===== src/rtl/spi_flash_read_cache.sv =====
// Read-only direct-mapped word cache in front of a single-bit SPI NOR flash.
// Misses issue a 0x03 READ for one word; aclk doubles as the flash SCK.
module spi_flash_read_cache #(
  parameter int NUM_LINES = 16,
  parameter int ADDR_BITS = 24
) (
  input  logic        aclk,
  input  logic        aresetn,
  input  logic        arvalid,
  output logic        arready,
  input  logic [31:0] araddr,
  output logic        rvalid,
  input  logic        rready,
  output logic [31:0] rdata,
  output logic        rresp,
  output logic        csb,
  inout  wire  [3:0]  io
);

  localparam int IDX_BITS   = $clog2(NUM_LINES);
  localparam int WADDR_BITS = ADDR_BITS - 2;
  localparam int TAG_BITS   = WADDR_BITS - IDX_BITS;
  localparam int TX_BITS    = 8 + ADDR_BITS;

  localparam logic [7:0] READ_CMD = 8'h03;

  localparam logic [2:0] ST_IDLE     = 3'd0;
  localparam logic [2:0] ST_LOOKUP   = 3'd1;
  localparam logic [2:0] ST_SPI_CMD  = 3'd2;
  localparam logic [2:0] ST_SPI_ADDR = 3'd3;
  localparam logic [2:0] ST_SPI_DATA = 3'd4;
  localparam logic [2:0] ST_FILL     = 3'd5;
  localparam logic [2:0] ST_RESP     = 3'd6;

  logic [2:0]            r_state;
  logic [WADDR_BITS-1:0] r_waddr;
  logic [5:0]            r_cnt;
  logic [TX_BITS-1:0]    r_tx;
  logic [31:0]           r_shift;
  logic [31:0]           r_rdata;
  logic                  r_rvalid;
  logic                  r_csb;
  logic                  r_mosi;
  logic [NUM_LINES-1:0]  r_line_valid;
  logic [31:0]           r_line_data [NUM_LINES];
  logic [TAG_BITS-1:0]   r_line_tag  [NUM_LINES];

  wire [IDX_BITS-1:0] w_idx = r_waddr[IDX_BITS-1:0];
  wire [TAG_BITS-1:0] w_tag = r_waddr[WADDR_BITS-1:IDX_BITS];
  wire                w_hit = r_line_valid[w_idx] && (r_line_tag[w_idx] == w_tag);
  wire                w_spi_active = (r_state == ST_SPI_CMD) || (r_state == ST_SPI_ADDR) ||
                                     (r_state == ST_SPI_DATA);
  wire                w_spi_tx     = (r_state == ST_SPI_CMD) || (r_state == ST_SPI_ADDR);
  // Flash bytes arrive MSB-first in address order; the word is little-endian.
  wire [31:0] w_fetched = {r_shift[7:0], r_shift[15:8], r_shift[23:16], r_shift[31:24]};
  wire [33-ADDR_BITS:0] w_unused_addr = {araddr[31:ADDR_BITS], araddr[1:0]};

  assign arready = (r_state == ST_IDLE) && !aresetn;
  assign rvalid  = r_rvalid;
  assign rdata   = r_rdata;
  assign rresp   = 1'b0;
  assign csb     = r_csb;
  assign io[0]   = r_mosi;
  assign io[1]   = 1'bz;
  assign io[2]   = 1'b1;
  assign io[3]   = 1'b1;

  // NOTE: sequential state uses non-blocking assignments so every flop samples
  // pre-edge values regardless of statement order.
  always_ff @(posedge aclk or posedge aresetn) begin
    if (aresetn) begin
      r_state      <= ST_IDLE;
      r_waddr      <= '0;
      r_cnt        <= '0;
      r_tx         <= '0;
      r_shift      <= '0;
      r_rdata      <= '0;
      r_rvalid     <= 1'b0;
      r_line_valid <= '0;
    end else begin
      case (r_state)
        ST_IDLE: begin
          if (arvalid) begin
            r_waddr <= araddr[ADDR_BITS-1:2];
            r_state <= ST_LOOKUP;
          end
        end
        ST_LOOKUP: begin
          if (w_hit) begin
            r_rdata  <= r_line_data[w_idx];
            r_rvalid <= 1'b1;
            r_state  <= ST_RESP;
          end else begin
            r_cnt   <= '0;
            r_tx    <= {READ_CMD, r_waddr, 2'b00};
            r_state <= ST_SPI_CMD;
          end
        end
        ST_SPI_CMD: begin
          r_tx  <= {r_tx[TX_BITS-2:0], 1'b0};
          r_cnt <= r_cnt + 6'd1;
          if (r_cnt == 6'd7) r_state <= ST_SPI_ADDR;
        end
        ST_SPI_ADDR: begin
          r_tx <= {r_tx[TX_BITS-2:0], 1'b0};
          if (r_cnt == 6'(TX_BITS - 1)) begin
            r_cnt   <= '0;
            r_state <= ST_SPI_DATA;
          end else begin
            r_cnt <= r_cnt + 6'd1;
          end
        end
        ST_SPI_DATA: begin
          r_shift <= {r_shift[30:0], io[1]};
          if (r_cnt == 6'd31) begin
            r_cnt   <= '0;
            r_state <= ST_FILL;
          end else begin
            r_cnt <= r_cnt + 6'd1;
          end
        end
        ST_FILL: begin
          r_line_valid[w_idx] <= 1'b1;
          r_rdata             <= w_fetched;
          r_rvalid            <= 1'b1;
          r_state             <= ST_RESP;
        end
        ST_RESP: begin
          if (rready) begin
            r_rvalid <= 1'b0;
            r_state  <= ST_IDLE;
          end
        end
        default: r_state <= ST_IDLE;
      endcase
    end
  end

  // NOTE: line data and tags are not reset; the valid bits alone make stale
  // contents unreachable, which keeps the storage a plain RAM.
  always_ff @(posedge aclk) begin
    if (!aresetn && (r_state == ST_FILL)) begin
      r_line_data[w_idx] <= w_fetched;
      r_line_tag[w_idx]  <= w_tag;
    end
  end

  // Flash samples on rising edges, so chip select and MOSI launch on falling edges.
  always_ff @(negedge aclk or posedge aresetn) begin
    if (aresetn) begin
      r_csb  <= 1'b1;
      r_mosi <= 1'b0;
    end else begin
      r_csb  <= !w_spi_active;
      r_mosi <= w_spi_tx ? r_tx[TX_BITS-1] : 1'b0;
    end
  end

endmodule


===== config.mk =====
export PLATFORM = sky130hd
export DESIGN_NAME = spi_flash_read_cache
export DESIGN_NICKNAME = d
export VERILOG_FILES = /design/src/rtl/spi_flash_read_cache.sv
export SDC_FILE = /design/constraint.sdc
export NUM_CORES = 1
export LEC_CHECK = 0
export BUFFER_PORTS_ARGS = -buffer_cell sky130_fd_sc_hd__buf_2
export CORE_UTILIZATION = 55
export CTS_CLUSTER_SIZE = 40
export DETAILED_ROUTE_END_ITERATION = 8
export PLACE_DENSITY = 0.68
export SKIP_LAST_GASP = 1
export SYNTH_ARGS = -nofsm -noshare
export SYNTH_HDL_FRONTEND = slang
export SYNTH_SLANG_ARGS = --single-unit
export TNS_END_PERCENT = 100

===== constraint.sdc =====
create_clock -name aclk -period 7.76 [get_ports aclk]
set_input_delay 1.164 -clock aclk [delete_from_list [all_inputs] [get_ports aclk]]
set_output_delay 1.164 -clock aclk [all_outputs]
set_load 0.05 [all_outputs]

==> metrics.json, run 1 <==
{
  "ir_worst_vdd": {"value": 0.000177, "unit": "V"},
  "tritoncts_clock_tree": {"value": "done"},
  "worst-endpoint-arrival": {"value": 5330, "unit": "ps"},
  "reg2regPathDepth": {"value": 3},
  "r2r_setup_slack": {"value": 2190, "unit": "ps"},
  "dpl_cell_area": {"value": 38800, "unit": "sq um"},
  "timing.critical_path.buf_inv": {"value": 1},
  "initial_standard_cell_utilization_of_the_core": {"value": 0.556},
  "cts_buffers": {"value": 93},
  "instance_count_on_the_critical_path": {"value": 1},
  "core_region_area": {"value": 67300, "unit": "sq um"},
  "run_status": {"value": "completed"},
  "report.power.total": {"value": 0.0101, "unit": "W"},
  "synth_common_cells": {"value": "sky130_fd_sc_hd__edfxtp_1, sky130_fd_sc_hd__mux4_2, sky130_fd_sc_hd__dfrtp_1"},
  "synthMostInstantiatedCell": {"value": "sky130_fd_sc_hd__edfxtp_1"},
  "largest_family_of_logic_cells_by_synthesized_area": {"value": "multiplexers"},
  "flow.area_growth_from_synthesis": {"value": 12.2, "unit": "%"},
  "placement.io_buffers": {"value": 60},
  "clock_skew": {"value": 36.3, "unit": "ps"},
  "synth_ff_type": {"value": "sky130_fd_sc_hd__edfxtp_1"},
  "clock_sink_count": {"value": 944},
  "drt_pass1_iterations": {"value": 7},
  "timing_worst_slew_pin_value": {"value": 1060, "unit": "ps"},
  "viasPerCell": {"value": 6.49},
  "worst_skew_pair_later_pin_latency": {"value": 640, "unit": "ps"},
  "postSynthRegisterBits": {"value": 944},
  "chipWidth": {"value": 263, "unit": "um"},
  "syn_avg_cell_area": {"value": 19.8, "unit": "sq um"},
  "post_cts_hold_buffer_count": {"value": 0},
  "final_count_of_pins_violating_max_slew": {"value": 0},
  "synth_compound_gate_area_share": {"value": 0.0384},
  "seqCellArea": {"value": 27600, "unit": "sq um"},
  "whs_endpoint": {"value": "r_line_valid[10]$_DFFE_PP0P_"},
  "num_io_pins": {"value": 76},
  "post_detailed_route_wirelength_per_cell": {"value": 29.1, "unit": "um"},
  "worstPathCellList": {"value": "buf_2"},
  "multi_input_comb_area": {"value": 9270, "unit": "sq um"},
  "biggest_area_consumer_among_synthesized_cells": {"value": "sky130_fd_sc_hd__edfxtp_1"},
  "ys_types": {"value": 75},
  "number_of_cells_produced_by_synthesis": {"value": 1886},
  "power_density_over_cell_area": {"value": 241, "unit": "nW/um^2"},
  "cts_root_buf": {"value": "sky130_fd_sc_hd__clkbuf_16"},
  "unrepaired_setup_endpoints_after_global_routing": {"value": "false"},
  "final.fill_count": {"value": 4613},
  "clk_path_buf_depth": {"value": 3},
  "worst_hold_path.num_cells": {"value": 1},
  "detailedPlacementHpwl": {"value": 44000, "unit": "um"},
  "layout.nets": {"value": 2021},
  "synth-edff-count": {"value": 800},
  "finish.instance_area": {"value": 42000, "unit": "sq um"},
  "synthDominantCellAreaShare": {"value": 0.642},
  "floorplan.die.height": {"value": 263, "unit": "um"},
  "groute.usage.overall": {"value": 0.254},
  "cts.reportedPaths.clkPinSlew": {"value": 60, "unit": "ps"},
  "worst_reg2reg_startpoint": {"value": "r_state[1]$_DFFE_PP0P_"},
  "detail_route.iter0.violations": {"value": 1889},
  "final_core_utilization": {"value": 0.624},
  "xor_and_xnor_area_share_after_synthesis": {"value": 0.00281},
  "worst_ep_required_time": {"value": 6600, "unit": "ps"},
  "antenna_violations_before_repair": {"value": 1},
  "setup_viol_count_final": {"value": 0},
  "timing.slew.headroom": {"value": 0.290},
  "synth.yosys.warnings": {"value": 0},
  "post_cts.resized_instances": {"value": 0},
  "top_area_cells_in_the_synthesized_netlist": {"value": "sky130_fd_sc_hd__edfxtp_1, sky130_fd_sc_hd__mux4_2, sky130_fd_sc_hd__dfrtp_1"},
  "post_route_ant_nets": {"value": 0},
  "post_route_cells_drive_above_1_share": {"value": 0.278},
  "critical-path-max-stage-delay": {"value": 520, "unit": "ps"},
  "path_class": {"value": "reg2out"},
  "maximum_number_of_pins_on_one_net_before_global_route_repair": {"value": 119},
  "place_congestion": {"value": 0.842},
  "timing_hold_violations_final": {"value": 0},
  "post-cts-setup-buffer-count": {"value": 0},
  "crit_path_top_delay_cell": {"value": "sky130_fd_sc_hd__dfstp_2"},
  "antenna-diode-count": {"value": 0},
  "rr_endpoint": {"value": "csb$_DFF_NP1_"},
  "routed_wl": {"value": 85400, "unit": "um"},
  "synthSimpleGateAreaFrac": {"value": 0.0303},
  "grt_pass1_vias": {"value": 19600},
  "worstSetupEndpointType": {"value": "output pin"},
  "worstSetupStartpointType": {"value": "flop"},
  "synth_seq_area_share": {"value": 0.738},
  "post_synth_fa_ha_maj_area_fraction": {"value": 0.000334},
  "fin_worst_hold_slack": {"value": 466, "unit": "ps"},
  "drcViolationCount": {"value": 0},
  "yosys-mux-area-fraction": {"value": 0.172},
  "cellLeakagePower": {"value": 14.9, "unit": "nW"},
  "synthesized_area": {"value": 37400, "unit": "sq um"},
  "rows": {"value": 95},
  "worst-path-max-fanout": {"value": 1},
  "totalNegativeSetupSlack": {"value": 0, "unit": "ps"},
  "gr-total-overflow": {"value": 0},
  "synthArstFlopShare": {"value": 0.153},
  "global_route_wire_length_before_repair": {"value": 128000, "unit": "um"},
  "critPathTopFamily": {"value": "flip-flops"},
  "holdCritStartpoint": {"value": "r_line_valid[10]$_DFFE_PP0P_"},
  "timing.max_cap.violations": {"value": 0},
  "hp-class": {"value": "reg2reg"},
  "route.vias.total": {"value": 19000},
  "htree_levels": {"value": 3},
  "fp.dieArea": {"value": 69100, "unit": "sq um"}
}
==> layer usage <==
| metal | vias up | track usage | wire length [um] |
|---|---|---|---|
| met1 | 10200 | 0.365 | 35600 |
| met4 | 0 | 0.0738 | 2100 |
| met3 | 145 | 0.0324 | 5030 |
| met2 | 755 | 0.413 | 42600 |
| li1 | 7915 | - | - |
| met5 | - | 0 | 0 |
==> layout by cell type, fill, tap and decap left out, drive strengths merged, types with 4 or more instances in the layout <==
master  synthesis  layout
mux2i          77      77
inv            20      22
clkbuf         52     126
o311ai         10      10
edfxtp        800     800
o21ai          72      72
mux4          226     226
and2           33      33
nor2b           5       5
buf            60     113
o22ai          11      11
nand4           4       4
nand2          78      78
o21bai          8       8
nor3           17      17
nand3          33      33
a22o            5       5
mux2           50      50
xor2            4       4
and3            4       4
conb            2       4
xnor2           8       8
clkinv          2      33
a22oi          38      38
nor2           35      35
nor4            5       5
a21oi           7       7
o211ai         16      16
nand2b          5       5
dfrtp         142     142
a31o            7       7
bufinv          0      12
==> sequential cells by signal, indices dropped and copies added (netlist names) <==
name,flops
r_line_data,512
r_line_tag,288
r_shift,32
rdata,32
r_tx,30
r_waddr,22
r_line_valid,16
r_cnt,6
r_state,3
csb,1
io,1
rvalid,1
==> per-stage QoR <==
stage	setup WS, ps	instances
2_1_floorplan	741	1888
3_3_place_gp	1810	2762
4_1_cts	1240	2936
3_5_place_dp	1770	2762
6_report	1270	2936
5_1_grt	1210	2936
==> kinds of logic (layout without fill, tap and decap cells) <==
family	after synthesis	count (layout)
compound gates	209	209
xor+xnor	12	12
fa+ha+maj	1	1
buf+inv	134	309
flops	944	944
mux	353	353
other cells	2	4
simple gates	231	231
==> worst max-delay path by stage <==
stage / start / end
after global placement: aresetn / io[0]$_DFF_NP0_
after global routing: csb$_DFF_NP1_ / csb
final: csb$_DFF_NP1_ / csb
after CTS: csb$_DFF_NP1_ / csb
after detailed placement: aresetn / io[0]$_DFF_NP0_
after floorplan: aresetn / io[0]$_DFF_NP0_
==> layout make-up <==
class                      count  share of cell area
sequential                   944               0.658
multi-input combinational    810               0.221
clock buffer                 126              0.0627
tap                          873              0.0260
timing repair buffer         113              0.0172
clock inverter                49              0.0136
inverter                      21             0.00200
==> power breakdown <==
group | total [W] | switching, W | internal, W
logic | 0.0000325 | 0.0000268 | 0.00000578
clock network | 0.00468 | 0.00189 | 0.00278
registers | 0.00543 | 0 | 0.00543
total | 0.0101 | 0.00192 | 0.00822
(Power assumes the default switching activity.)
==> run 2, diff against run 1 <==
Clock period 7.76 ns to 6.7 ns, I/O delays scaled along.
==> metrics.json, run 2 (same netlist as run 1, synthesis figures left out) <==
{
  "run_status": {"value": "completed"},
  "fp.dieArea": {"value": 69100, "unit": "sq um"},
  "final_cell_mix": {"value": "sky130_fd_sc_hd__edfxtp_1, sky130_fd_sc_hd__mux4_2, sky130_fd_sc_hd__dfrtp_1, sky130_fd_sc_hd__clkbuf_16"},
  "drcViolationCount": {"value": 0},
  "post_detailed_route_wirelength_per_cell": {"value": 28.9, "unit": "um"},
  "global_route_wire_length_before_repair": {"value": 127000, "unit": "um"},
  "most_common_cell_after_layout_fill_and_taps_aside": {"value": "sky130_fd_sc_hd__edfxtp_1"},
  "clock_sink_count": {"value": 944},
  "cts.reportedPaths.clkPinSlew": {"value": 60, "unit": "ps"},
  "viasPerCell": {"value": 6.42},
  "power.share.combinational": {"value": 0.003},
  "worstSetupStartpointType": {"value": "flop"},
  "worst_skew_pair_later_pin_latency": {"value": 650, "unit": "ps"},
  "regMostFlops": {"value": "r_line_data"},
  "post_cts.resized_instances": {"value": 0},
  "post_route_cells_drive_above_1_share": {"value": 0.277},
  "power_density_over_cell_area": {"value": 273, "unit": "nW/um^2"},
  "crit_path_top_delay_cell": {"value": "sky130_fd_sc_hd__dfstp_2"},
  "path_class": {"value": "reg2out"},
  "totalNegativeSetupSlack": {"value": 0, "unit": "ps"},
  "grt_pass1_vias": {"value": 19400},
  "ir_worst_vdd": {"value": 0.000216, "unit": "V"},
  "htree_levels": {"value": 3},
  "critical-path-max-stage-delay": {"value": 530, "unit": "ps"},
  "timing_worst_slew_pin_value": {"value": 1080, "unit": "ps"},
  "place_congestion": {"value": 0.872},
  "timing.critical_path.buf_inv": {"value": 1},
  "timing.slew.headroom": {"value": 0.275},
  "post_cts_hold_buffer_count": {"value": 0},
  "core_region_area": {"value": 67300, "unit": "sq um"},
  "tritoncts_clock_tree": {"value": "done"},
  "routed_wl": {"value": 85200, "unit": "um"},
  "worst-path-max-fanout": {"value": 1},
  "drt_pass1_iterations": {"value": 7},
  "flow.area_growth_from_synthesis": {"value": 11.9, "unit": "%"},
  "num_io_pins": {"value": 76},
  "clock_skew": {"value": 40.6, "unit": "ps"},
  "post-cts-setup-buffer-count": {"value": 0},
  "critPathTopFamily": {"value": "flip-flops"},
  "detailedPlacementHpwl": {"value": 44300, "unit": "um"},
  "placement.io_buffers": {"value": 60},
  "total_switching_power": {"value": 0.00225, "unit": "W"},
  "detail_route.iter0.violations": {"value": 2137},
  "clk_path_buf_depth": {"value": 3},
  "groute.usage.overall": {"value": 0.253},
  "seq_power_share": {"value": 0.549},
  "cts_root_buf": {"value": "sky130_fd_sc_hd__clkbuf_16"},
  "rows": {"value": 95},
  "final_count_of_pins_violating_max_slew": {"value": 0},
  "power.switching_fraction": {"value": 0.197},
  "cellLeakagePower": {"value": 14.8, "unit": "nW"},
  "timing_hold_violations_final": {"value": 0},
  "antenna-diode-count": {"value": 0},
  "number_of_flip_flops_in_the_largest_register": {"value": 512},
  "initial_standard_cell_utilization_of_the_core": {"value": 0.556},
  "worst_ep_required_time": {"value": 5690, "unit": "ps"},
  "layout_top_registers": {"value": "r_line_data x512, r_line_tag x288"},
  "finish.instance_area": {"value": 41900, "unit": "sq um"},
  "cts_buffers": {"value": 95},
  "unrepaired_setup_endpoints_after_global_routing": {"value": "false"},
  "setup_viol_count_final": {"value": 0},
  "layout.nets": {"value": 2029},
  "timing.max_cap.violations": {"value": 0},
  "gr-total-overflow": {"value": 0},
  "worstPathCellList": {"value": "buf_2"},
  "chipWidth": {"value": 263, "unit": "um"},
  "route.vias.total": {"value": 18900},
  "p_int": {"value": 0.00920, "unit": "W"},
  "antenna_violations_before_repair": {"value": 0},
  "final_core_utilization": {"value": 0.623},
  "dpl_cell_area": {"value": 38900, "unit": "sq um"},
  "floorplan.die.height": {"value": 263, "unit": "um"},
  "hp-class": {"value": "reg2reg"},
  "post_route_ant_nets": {"value": 0},
  "worstSetupEndpointType": {"value": "output pin"},
  "maximum_number_of_pins_on_one_net_before_global_route_repair": {"value": 60},
  "proportion_of_power_drawn_by_the_clock_network": {"value": 0.447},
  "worst-endpoint-arrival": {"value": 4840, "unit": "ps"}
}
-- run 2: metal layers --
metal | share of wire | GRT usage | wire length [um]
met2 | 0.50 | 0.417 | 42700
met3 | 0.064 | 0.0378 | 5470
met5 | 0 | 0 | 0
met4 | 0.020 | 0.0642 | 1730
met1 | 0.41 | 0.359 | 35300
-- run 2: final cells by class --
cell class	count	area (sq um)
sequential	944	27600
fill	4619	25400
multi-input combinational	810	9270
clock buffer	128	2570
tap	873	1090
timing repair buffer	119	806
clock inverter	51	443
inverter	21	83.8
-- run 2: final timing paths --
kind                       depth (start not counted)  slack, ps                           to                        start
max                                                1        850                          csb                csb$_DFF_NP1_
min                                                1        470  r_line_valid[3]$_DFFE_PP0P_  r_line_valid[3]$_DFFE_PP0P_
max reg2reg                                       11       1880        rdata[14]$_DFFE_PP0P_       r_waddr[1]$_DFFE_PP0P_
min reg2reg                                        1        470  r_line_valid[3]$_DFFE_PP0P_  r_line_valid[3]$_DFFE_PP0P_
max in group asynchronous                          2       2320                csb$_DFF_NP1_                      aresetn
min in group asynchronous                          2        650       r_waddr[8]$_DFFE_PP0P_                      aresetn
-- run 2: through the flow --
step	hold slack [ps]	power [W]	instances	setup slack (ps)
floorplan	431	0.00644	1888	370
global placement	443	0.00645	2768	1530
detailed placement	456	0.00645	2768	1530
CTS	469	0.0115	2946	812
global route	481	0.0117	2946	816
finish	467	0.0115	2946	851
-- run 2: power groups by stage --
stage                      Clock [W]  Sequential, W  Combinational [W]
after detailed placement  0.00000187        0.00641          0.0000388
after global placement    0.00000187        0.00641          0.0000378
final                        0.00512        0.00629          0.0000379
after global routing         0.00542        0.00629          0.0000421
after floorplan           0.00000187        0.00641          0.0000216
after CTS                    0.00519        0.00629          0.0000389
==> run 3, diff against run 2 <==
Clock period 6.7 ns to 6.3 ns, I/O delays scaled along.
==> metrics.json, run 3 (same netlist as run 1, synthesis figures left out) <==
{
  "crit_path_top_delay_cell": {"value": "sky130_fd_sc_hd__dfstp_2"},
  "routed_wl": {"value": 84700, "unit": "um"},
  "chipWidth": {"value": 263, "unit": "um"},
  "num_io_pins": {"value": 76},
  "worst-path-max-fanout": {"value": 1},
  "critPathTopFamily": {"value": "flip-flops"},
  "dpl_cell_area": {"value": 38900, "unit": "sq um"},
  "timing.max_cap.violations": {"value": 0},
  "placement.io_buffers": {"value": 60},
  "layout.nets": {"value": 2025},
  "floorplan.die.height": {"value": 263, "unit": "um"},
  "htree_levels": {"value": 3},
  "cellLeakagePower": {"value": 14.9, "unit": "nW"},
  "gr-total-overflow": {"value": 0},
  "final_core_utilization": {"value": 0.624},
  "place_congestion": {"value": 0.847},
  "post_detailed_route_wirelength_per_cell": {"value": 28.8, "unit": "um"},
  "ir_worst_vdd": {"value": 0.000232, "unit": "V"},
  "tritoncts_clock_tree": {"value": "done"},
  "cts_root_buf": {"value": "sky130_fd_sc_hd__clkbuf_16"},
  "post_cts_hold_buffer_count": {"value": 0},
  "cts.reportedPaths.clkPinSlew": {"value": 60, "unit": "ps"},
  "path_class": {"value": "reg2out"},
  "final_count_of_pins_violating_max_slew": {"value": 0},
  "regMostFlops": {"value": "r_line_data"},
  "timing_hold_violations_final": {"value": 0},
  "finish.instance_area": {"value": 42000, "unit": "sq um"},
  "report.power.total": {"value": 0.0123, "unit": "W"},
  "groute.usage.overall": {"value": 0.252},
  "initial_standard_cell_utilization_of_the_core": {"value": 0.556},
  "viasPerCell": {"value": 6.38},
  "critical-path-max-stage-delay": {"value": 520, "unit": "ps"},
  "number_of_flip_flops_in_the_largest_register": {"value": 512},
  "detail_route.iter0.violations": {"value": 1963},
  "post_route_ant_nets": {"value": 0},
  "power_density_over_cell_area": {"value": 293, "unit": "nW/um^2"},
  "fp.dieArea": {"value": 69100, "unit": "sq um"},
  "maximum_number_of_pins_on_one_net_before_global_route_repair": {"value": 86},
  "layout_top_registers": {"value": "r_line_data x512, r_line_tag x288"},
  "detailedPlacementHpwl": {"value": 43900, "unit": "um"},
  "drt_pass1_iterations": {"value": 5},
  "antenna_violations_before_repair": {"value": 1},
  "unrepaired_setup_endpoints_after_global_routing": {"value": "false"},
  "run_status": {"value": "completed"},
  "hp-class": {"value": "reg2reg"},
  "rows": {"value": 95},
  "worstSetupStartpointType": {"value": "flop"},
  "worst_ep_required_time": {"value": 5350, "unit": "ps"},
  "final_cell_mix": {"value": "sky130_fd_sc_hd__edfxtp_1, sky130_fd_sc_hd__mux4_2, sky130_fd_sc_hd__dfrtp_1, sky130_fd_sc_hd__clkbuf_16"},
  "drcViolationCount": {"value": 0},
  "worst-endpoint-arrival": {"value": 4620, "unit": "ps"},
  "clk_path_buf_depth": {"value": 3},
  "post_cts.resized_instances": {"value": 0},
  "totalNegativeSetupSlack": {"value": 0, "unit": "ps"},
  "flow.area_growth_from_synthesis": {"value": 12.1, "unit": "%"},
  "grt_pass1_vias": {"value": 19500},
  "cts_buffers": {"value": 93},
  "route.vias.total": {"value": 18800},
  "antenna-diode-count": {"value": 0},
  "worst_skew_pair_later_pin_latency": {"value": 640, "unit": "ps"},
  "clock_sink_count": {"value": 944},
  "core_region_area": {"value": 67300, "unit": "sq um"},
  "timing.slew.headroom": {"value": 0.271},
  "global_route_wire_length_before_repair": {"value": 127000, "unit": "um"},
  "most_common_cell_after_layout_fill_and_taps_aside": {"value": "sky130_fd_sc_hd__edfxtp_1"},
  "setup_viol_count_final": {"value": 0},
  "post-cts-setup-buffer-count": {"value": 0},
  "clock_skew": {"value": 31.2, "unit": "ps"},
  "post_route_cells_drive_above_1_share": {"value": 0.275},
  "worstSetupEndpointType": {"value": "output pin"},
  "timing.critical_path.buf_inv": {"value": 1},
  "timing_worst_slew_pin_value": {"value": 1090, "unit": "ps"},
  "worstPathCellList": {"value": "buf_2"}
}
==> run 3: per-stage QoR <==
step / setup slack [ps] / hold slack [ps] / instances
after floorplan: 166 / 431 / 1888
after global placement: 1380 / 443 / 2766
after detailed placement: 1390 / 455 / 2766
final: 738 / 469 / 2941
after CTS: 708 / 468 / 2941
after global routing: 702 / 481 / 2941
==> run 3: final cells by class <==
class                           count  area (sq um)
Timing Repair Buffer              117           828
Multi-Input combinational cell    810          9270
Fill cell                        4685         25300
Sequential cell                   944         27600
Clock buffer                      134          2640
Clock inverter                     42           425
Tap cell                          873          1090
Inverter                           21          83.8
==> run 3: where the power goes <==
part,switching (W),internal [W],total [W],leakage (nW)
registers,0,0.00669,0.00669,9.92
logic,0.0000328,0.00000747,0.0000403,3.44
clock network,0.00231,0.00325,0.00556,1.51
total,0.00234,0.00995,0.0123,14.9
==> run 3: layer usage <==
| metal | vias up | track usage | part of all wire | wire [um] |
|---|---|---|---|---|
| met3 | 132 | 0.0333 | 0.056 | 4790 |
| li1 | 7919 | - | - | - |
| met2 | 619 | 0.413 | 0.50 | 42300 |
| met4 | 0 | 0.0648 | 0.021 | 1760 |
| met5 | - | 0 | 0 | 0 |
| met1 | 10100 | 0.362 | 0.42 | 35900 |
==> run 3: final timing paths <==
path | startpoint | to | slack [ps] | cells after the start
max | csb$_DFF_NP1_ | csb | 740 | 1
min | r_line_valid[10]$_DFFE_PP0P_ | r_line_valid[10]$_DFFE_PP0P_ | 470 | 1
max reg2reg | r_waddr[1]$_DFFE_PP0P_ | r_tx[2]$_DFFE_PP0P_ | 1470 | 11
min reg2reg | r_line_valid[10]$_DFFE_PP0P_ | r_line_valid[10]$_DFFE_PP0P_ | 470 | 1
max in group asynchronous | aresetn | csb$_DFF_NP1_ | 2150 | 2
min in group asynchronous | aresetn | r_tx[29]$_DFFE_PP0P_ | 630 | 2
